**config.mk**
```make
export PLATFORM = sky130hd
export DESIGN_NAME = button_debouncer
export DESIGN_NICKNAME = d
export VERILOG_FILES = /design/src/rtl/debounce_pkg.sv /design/src/rtl/dff.sv /design/src/rtl/synchronizer.sv /design/src/rtl/button_debouncer.sv
export SDC_FILE = /design/constraint.sdc
export NUM_CORES = 1
export LEC_CHECK = 0
export ABC_AREA = 1
export CAP_MARGIN = 20
export CORE_AREA = 5 5 60 62
export DETAILED_ROUTE_END_ITERATION = 12
export DIE_AREA = 0 0 65 67
export DONT_BUFFER_PORTS = 1
export PLACE_DENSITY = 0.73
export SLEW_MARGIN = 30
export SYNTH_ARGS = -nofsm -noshare
export SYNTH_HDL_FRONTEND = slang
export SYNTH_SLANG_ARGS = --single-unit
```
**constraint.sdc**
```tcl
create_clock -name clk_i -period 1.4 [get_ports clk_i]
set_clock_uncertainty 0.15 [all_clocks]
set_input_delay 0.21 -clock clk_i [delete_from_list [all_inputs] [get_ports clk_i]]
set_output_delay 0.21 -clock clk_i [all_outputs]
set_load 0.005 [all_outputs]
```
**src/rtl/debounce_pkg.sv**
```systemverilog
// Shared types and defaults for the push-button debouncer.
package debounce_pkg;

    typedef enum logic [0:0] {
        eSTABLE,
        eSETTLING
    } debounce_state_e;

    // 10 ms at 12 MHz
    localparam int unsigned default_stable_cycles_lp = 120000;

endpackage

```
**src/rtl/dff.sv**
```systemverilog
// Single D flop with synchronous active-high reset to a parameterised value.
module dff #(
    parameter logic reset_val_p = 1'b0
) (
    input  logic clk_i,
    input  logic reset_i,
    input  logic d_i,
    output logic q_o
);

    logic q_reg;

    always_ff @(posedge clk_i) begin
        if (reset_i) begin
            q_reg <= reset_val_p;
        end else begin
            q_reg <= d_i;
        end
    end

    assign q_o = q_reg;

endmodule

```
**src/rtl/synchronizer.sv**
```systemverilog
// Two-flop synchroniser bringing an asynchronous pin into clk_i; reusable for any pin.
module synchronizer #(
    parameter logic reset_val_p = 1'b0
) (
    input  logic clk_i,
    input  logic reset_i,
    input  logic d_i,
    output logic q_o
);

    localparam int stages_lp = 2;

    logic [stages_lp:0] chain;

    assign chain[0] = d_i;

    generate
        for (genvar gi = 0; gi < stages_lp; gi++) begin : g_stage
            dff #(
                .reset_val_p(reset_val_p)
            ) u_dff (
                .clk_i  (clk_i),
                .reset_i(reset_i),
                .d_i    (chain[gi]),
                .q_o    (chain[gi+1])
            );
        end
    endgenerate

    assign q_o = chain[stages_lp];

endmodule

```
**src/rtl/button_debouncer.sv**
```systemverilog
// Debounces a raw button/switch pin: synchronise, then require stable_cycles_p
// consecutive mismatching cycles before the clean level follows the pin.
module button_debouncer
    import debounce_pkg::*;
#(
    parameter int unsigned stable_cycles_p = default_stable_cycles_lp,
    parameter logic        reset_val_p     = 1'b0,
    parameter int unsigned bounce_width_p  = 8
) (
    input  logic                      clk_i,
    input  logic                      reset_i,
    input  logic                      d_i,
    output logic                      q_o,
    output logic                      settling_o,
    output logic [bounce_width_p-1:0] bounces_o
);

    localparam int count_width_lp = $clog2(stable_cycles_p + 1);
    localparam logic [count_width_lp-1:0] count_last_lp = count_width_lp'(stable_cycles_p - 1);
    localparam logic [bounce_width_p-1:0] bounce_max_lp = {bounce_width_p{1'b1}};

    logic                      sync_level;
    logic                      mismatch;
    debounce_state_e           state_reg, state_next;
    logic [count_width_lp-1:0] count_reg, count_next;
    logic                      q_reg, q_next;
    logic [bounce_width_p-1:0] bounces_reg, bounces_next;

    synchronizer #(
        .reset_val_p(reset_val_p)
    ) u_sync (
        .clk_i  (clk_i),
        .reset_i(reset_i),
        .d_i    (d_i),
        .q_o    (sync_level)
    );

    assign mismatch = (sync_level != q_reg);

    always_ff @(posedge clk_i) begin
        if (reset_i) begin
            state_reg   <= eSTABLE;
            count_reg   <= '0;
            q_reg       <= reset_val_p;
            bounces_reg <= '0;
        end else begin
            state_reg   <= state_next;
            count_reg   <= count_next;
            q_reg       <= q_next;
            bounces_reg <= bounces_next;
        end
    end

    always_comb begin
        state_next   = state_reg;
        count_next   = count_reg;
        q_next       = q_reg;
        bounces_next = bounces_reg;
        unique case (state_reg)
            eSTABLE: begin
                count_next = '0;
                if (mismatch) begin
                    // A single-cycle filter has nothing to count; flip immediately.
                    if (stable_cycles_p == 1) begin
                        q_next = ~q_reg;
                    end else begin
                        state_next = eSETTLING;
                        count_next = count_width_lp'(1);
                    end
                end
            end
            eSETTLING: begin
                if (mismatch) begin
                    if (count_reg == count_last_lp) begin
                        q_next     = ~q_reg;
                        state_next = eSTABLE;
                        count_next = '0;
                    end else begin
                        count_next = count_reg + count_width_lp'(1);
                    end
                end else begin
                    // Level bounced back before settling: abort and log it.
                    state_next = eSTABLE;
                    count_next = '0;
                    if (bounces_reg != bounce_max_lp) begin
                        bounces_next = bounces_reg + bounce_width_p'(1);
                    end
                end
            end
            default: begin
                state_next = eSTABLE;
                count_next = '0;
            end
        endcase
    end

    assign q_o        = q_reg;
    assign settling_o = (state_reg == eSETTLING);
    assign bounces_o  = bounces_reg;

endmodule

```
# --- Word level (Yosys, flattened, before mapping) ---
# Index checks and enable logic that the tools add are counted.
word_totals:
  out_inout_bits: 10
  in_bits: 3
  elab_cells: 24
  reg_bits: 29
op_classes:
  bitwise_logic: 3
  eq_ne: 3
  n_reduce_logical: 2
  mux: 8
  n_addsub: 2
op_table:
  columns: ["cell", "n"]
  rows:
  - ["17-bit 2-to-1 mux", 2]
  - ["17-bit one-hot mux with 2 select lines", 1]
  - ["17-bit by 1-bit adder with 17-bit output (second input constant)", 1]
  - ["17-bit equality test (second input constant)", 1]
  - ["8-bit by 1-bit adder with 8-bit output (second input constant)", 1]
  - ["8-bit != test (second input constant)", 1]
  - ["3-bit AND reduction", 2]
  - ["1-bit 2-to-1 mux", 4]
  - ["1-bit NOT", 3]
  - ["1-bit one-hot mux with 2 select lines", 1]
  - ["1-bit != test", 1]

# --- Longest topological paths before layout ---
logic_depth:
  word_depth: 4
  mapped_depth: 10
  depth_no_buf: 10

# --- Hierarchy ---
# From an unflattened synthesis, not the netlist that was laid out.
unflattened:
  hier_cells: 215
  area_unflattened_um2: 1542.7
modules_own_cells:
  columns: ["module", "instances", "area_per_inst_um2", "seq_area_each_um2", "cells_per_inst"]
  rows:
  - ["button_debouncer", 1, 1482.7, 540.5, 209]
  - ["dff", 2, 30.0, 20.0, 3]

# --- Least setup slack after synthesis ---
# Ideal clock, no wire load.
synth_timing:
  kind: "reg-to-reg"
  startpoint: "register count_reg[0]"
  endpoint: "register count_reg[9]"
  path_stages_with_launch: 8
  required_time_ps: 1132
  path_slack_ps: -91
  arrival_ps: 1223
  path_cell_list: "dfxtp_1 > ha_1 > nand3_2 > nor2_4 > nand4_2 > nand2_4 > buf_12 > nor2_4"
synth_between:
  elab_chain_cells: 4
synth_rtl:
  columns: ["element", "line", "source"]
  rows:
  - ["start, declared", "button_debouncer.sv:25", "logic [count_width_lp-1:0] count_reg, count_next;"]
  - ["start signal, assigned", "button_debouncer.sv:48", "count_reg <= count_next;"]
  - ["17-bit by 1-bit adder with 17-bit output / 17-bit equality test (equally long branches)", "button_debouncer.sv:79, button_debouncer.sv:74", null]
  - ["17-bit 2-to-1 mux *", "button_debouncer.sv:74", "if (count_reg == count_last_lp) begin"]
  - ["17-bit 2-to-1 mux *", "button_debouncer.sv:73", "if (mismatch) begin"]
  - ["17-bit one-hot mux with 2 select lines *", "button_debouncer.sv:59", "unique case (state_reg)"]
# Mark *: on every way between the ends. The rest lies on a longest branch, timed or not.
# A chain may end at the register's enable or synchronous reset.

# --- Worst setup path after layout ---
layout_timing:
  startpoint: "register count_reg[1]"
  endpoint: "register count_reg[10]"
# The elaborated chain is that of the path after synthesis.

==> flow_summary_export.csv <==
group,metric,value,unit
global_route,first_global_vias,1449,
yosys,synth.top_cell.area_share,35.7,%
critical_path,cp.required,1.48,ns
routing,num_vias,1578,
routing,drc_errors,0,
sta,period_minus_slack,1.48,ns
floorplanning,design.die.area,4360,µm²
clock_network,cts.clk_slew.worst_paths,0.09,ns
critical_path,crit_path_max_fanout,7,
floorplanning,placeable_area,2980,µm²
sta,finalHoldWorstSlack,0.0131,ns
cells_and_area,drive_gt1_share,50.4,%
critical_path,r2r-start,"count_reg[1]",
routing,drtPass1Iterations,4,
global_route,grt_usage,18.6,%
sta,layout_worst_path_cycle_share,106,%
sta,clock.fmax,674,MHz
yosys,number_of_flops_mapped_to_enable_cells_by_yosys,0,
clock_network,tritoncts_clock_tree,"done",
global_route,initial_antenna_violation_count,0,
yosys,post-synth-top-area-cell,"sky130_fd_sc_hd__dfxtp_1",
floorplanning,die_width,65,µm
sta,worstMarginPinSlew,0.373,ns
clock_network,clkLatencyLatePin,0.33,ns
clock_network,htree_num_levels,2,
clock_network,clk_root_buffer_cell,"sky130_fd_sc_hd__clkbuf_4",
yosys,commonest_register_cell_after_synthesis,"sky130_fd_sc_hd__dfxtp_1",
yosys,seq_area_frac_synth,35.7,%
sta,setup_ws,-0.0832,ns
yosys,commonest_cells_in_the_netlist,"sky130_fd_sc_hd__nand2_1, sky130_fd_sc_hd__dfxtp_1, sky130_fd_sc_hd__nor2_1",
critical_path,cell_type_of_the_slowest_stage_on_the_worst_timing_path,"sky130_fd_sc_hd__dfxtp_2",
sta,slew_viols_final,0,
floorplanning,num_rows,20,
cells_and_area,layout.filler_cells,192,
flow_run,cap_viol_max_count,0,
routing,postRouteAntennaNets,0,
cells_and_area,area_delta_synth_final,43.4,%
sta,setup_violations,19,
sta,final-hold-violation-count,0,
global_route,largest_net_degree_at_the_start_of_global_routing,12,
floorplanning,num_io_pins,13,
critical_path,startpoint,"count_reg[1]",
yosys,synth.most_common_cell,"sky130_fd_sc_hd__nand2_1",
yosys,asyncSetResetFlopFracSynth,0,%
clock_network,worst_case_clock_buffer_depth,2,
critical_path,crit_path_end_kind,"flip-flop",
critical_path,arrival,1.56,ns
critical_path,path_buf_inv,1,
outcome,failed_checks,"setup timing",
placement,hpwl,2550,µm
floorplanning,die_height,67,µm
cells_and_area,diodes,0,
clock_network,cts_num_sinks,29,
cells_and_area,utilization,78.3,%
routing,drt_iter0_markers,93,
yosys,postSynthCellCount,220,
critical_path,critical_path.reg2reg.endpoint,"count_reg[10]",
cells_and_area,largest_register_ff_count,17,
critical_path,worst-r2r-cell-count,7,
hold_path,path_class_of_the_lowest_slack_min_delay_path,"input pin to flip-flop",
critical_path,critical_path_cell_count,7,
global_route,global_route_wire_length_before_repair,6200,µm
routing,totalWireLength,4260,µm
critical_path,max_stage_delay,0.36,ns
critical_path,timing.critical_path.max_delay_family,"simple AND/OR/NAND/NOR gates",
floorplanning,floorplan.initialDensity,54.6,%
critical_path,criticalPathCategory,"flip-flop to flip-flop",
sta,rsz0062_at_grt,"true",
yosys,synth_cell_type_count,28,
placement,place_congestion,0.847,
yosys,netlist_top_cells_area,"sky130_fd_sc_hd__dfxtp_1, sky130_fd_sc_hd__nand2_1, sky130_fd_sc_hd__xor2_1",
critical_path,crit_path_end,"count_reg[10]",
yosys,synth_seq_cells,29,
routing,wire_per_inst,14.0,µm
routing,via_per_inst,5.17,
global_route,overflow,0,
outcome,status,"finished, violations left",
yosys,synth_fp_nets,225,
pwr,irDropWorstVdd,0.605,mV
critical_path,reg2reg_slack,-0.08,ns
yosys,avgSynthCellArea,7.39,µm²
pwr,static-leakage-power,0.916,nW
cells_and_area,fin_nets,276,
yosys,ys.warnings.count,0,
sta,relSlewSlack,74.9,%
clock_network,tritoncts.num_buffers,5,
critical_path,crit_path_cell_trace,"ha_4 -> nand3_4 -> nor2_4 -> nand4_4 -> nand2_4 -> clkbuf_16 -> nor2_2",
critical_path,cp_startpoint_kind,"flip-flop",
placement,portBuffers,0,
yosys,synth.cell_area,1630,µm²
pwr,power_density,633,nW/µm²
## metal layers
metal  vias up  track usage (%)  routed length (µm)
li1        793                -                   -
met1       724             21.1                1780
met2        43             33.5                2160
met3        18             4.05                 176
met4         0             7.92                 143
met5         -                0                   0
## stage by stage
step / area (µm²) / setup slack [ns] / std cells / setup TNS, ns / power [mW]
final: 2330 / -0.0832 / 305 / -1.17 / 1.48
after global routing: 2330 / -0.172 / 305 / -2.85 / 1.54
after CTS: 2130 / -0.0585 / 299 / -0.561 / 1.48
after detailed placement: 1970 / -0.0619 / 288 / -0.604 / 0.894
after global placement: 1970 / -0.0482 / 288 / -0.442 / 0.892
after floorplan: 1670 / -0.0349 / 220 / -0.318 / 0.888
## logic make-up (layout without fill, tap and decap cells)
group           Yosys count  after routing  share of synthesized area, %
buf+inv                  30             82                          8.39
flops                    29             29                          35.7
fa+ha+maj                 2              2                          1.54
simple gates            133            133                          42.4
xor+xnor                 13             13                          7.01
compound gates           13             13                          4.93
## cell usage in the layout (no fill, tap or decap), types with 2 or more instances in the layout
master,synthesis,layout
sky130_fd_sc_hd__nand2_1,50,40
sky130_fd_sc_hd__buf_4,0,40
sky130_fd_sc_hd__inv_1,26,24
sky130_fd_sc_hd__nor2_1,27,19
sky130_fd_sc_hd__nand2_2,7,14
sky130_fd_sc_hd__dfxtp_2,0,14
sky130_fd_sc_hd__dfxtp_1,29,14
sky130_fd_sc_hd__nor2_4,5,13
sky130_fd_sc_hd__xor2_1,12,12
sky130_fd_sc_hd__nor2_2,11,11
sky130_fd_sc_hd__nand2_4,4,7
sky130_fd_sc_hd__a21oi_2,1,7
sky130_fd_sc_hd__nand3_1,9,7
sky130_fd_sc_hd__nand4_1,5,5
sky130_fd_sc_hd__clkbuf_4,0,5
sky130_fd_sc_hd__inv_2,2,4
sky130_fd_sc_hd__dlygate4sd3_1,0,4
sky130_fd_sc_hd__nor3_2,1,3
sky130_fd_sc_hd__nand3_4,0,3
sky130_fd_sc_hd__a21oi_1,9,3
sky130_fd_sc_hd__nor3_1,6,3
sky130_fd_sc_hd__nand3_2,3,2
sky130_fd_sc_hd__ha_4,0,2
sky130_fd_sc_hd__clkbuf_8,0,2
## worst reg2reg max path: stages (launching register included)
cell and delay (ns):
sky130_fd_sc_hd__dfxtp_2 0.36, sky130_fd_sc_hd__ha_4 0.16, sky130_fd_sc_hd__nand3_4 0.10, sky130_fd_sc_hd__nor2_4 0.13, sky130_fd_sc_hd__nand4_4 0.11, sky130_fd_sc_hd__nand2_4 0.16
sky130_fd_sc_hd__clkbuf_16 0.18, sky130_fd_sc_hd__nor2_2 0.03
## how the worst min path moves through the flow
stage,from,end,slack [ns],cells past startpoint
2_1_floorplan,d_i,u_sync.g_stage[0].u_dff.q_o,0.17,2
3_3_place_gp,reset_i,bounces_o[0],0.13,1
3_5_place_dp,reset_i,bounces_o[0],0.13,1
4_1_cts,reset_i,bounces_o[5],-0.22,1
5_1_grt,reset_i,count_reg[0],0.02,3
6_report,reset_i,count_reg[0],0.01,3
## cell type report
cell class / instances / area, µm² / area share, %
Sequential cell: 29 / 602 / 25.8
Inverter: 28 / 105 / 4.51
Multi-Input combinational cell: 161 / 1130 / 48.4
Clock inverter: 1 / 5.00 / 0.215
Tap cell: 33 / 41.3 / 1.77
Timing Repair Buffer: 46 / 385 / 16.5
Clock buffer: 7 / 65.1 / 2.79
## report_power, final
part / internal (mW) / switching (mW) / leakage (nW)
Sequential: 0.829 / 0.00477 / 0.242
Combinational: 0.0279 / 0.0337 / 0.632
Clock: 0.291 / 0.289 / 0.0413
Total: 1.15 / 0.327 / 0.916
## what timing repair did
action / CTS / global route
gates resized for setup: 14 / 45
setup buffers: 0 / 4
cloned: 0 / 1
endpoints found under the setup margin: 20 / 27
pin swaps: 7 / 19
hold buffers: 3 / 1
endpoints found under the hold margin: 13 / 6
Note: power is estimated with default switching activity, not from simulation.
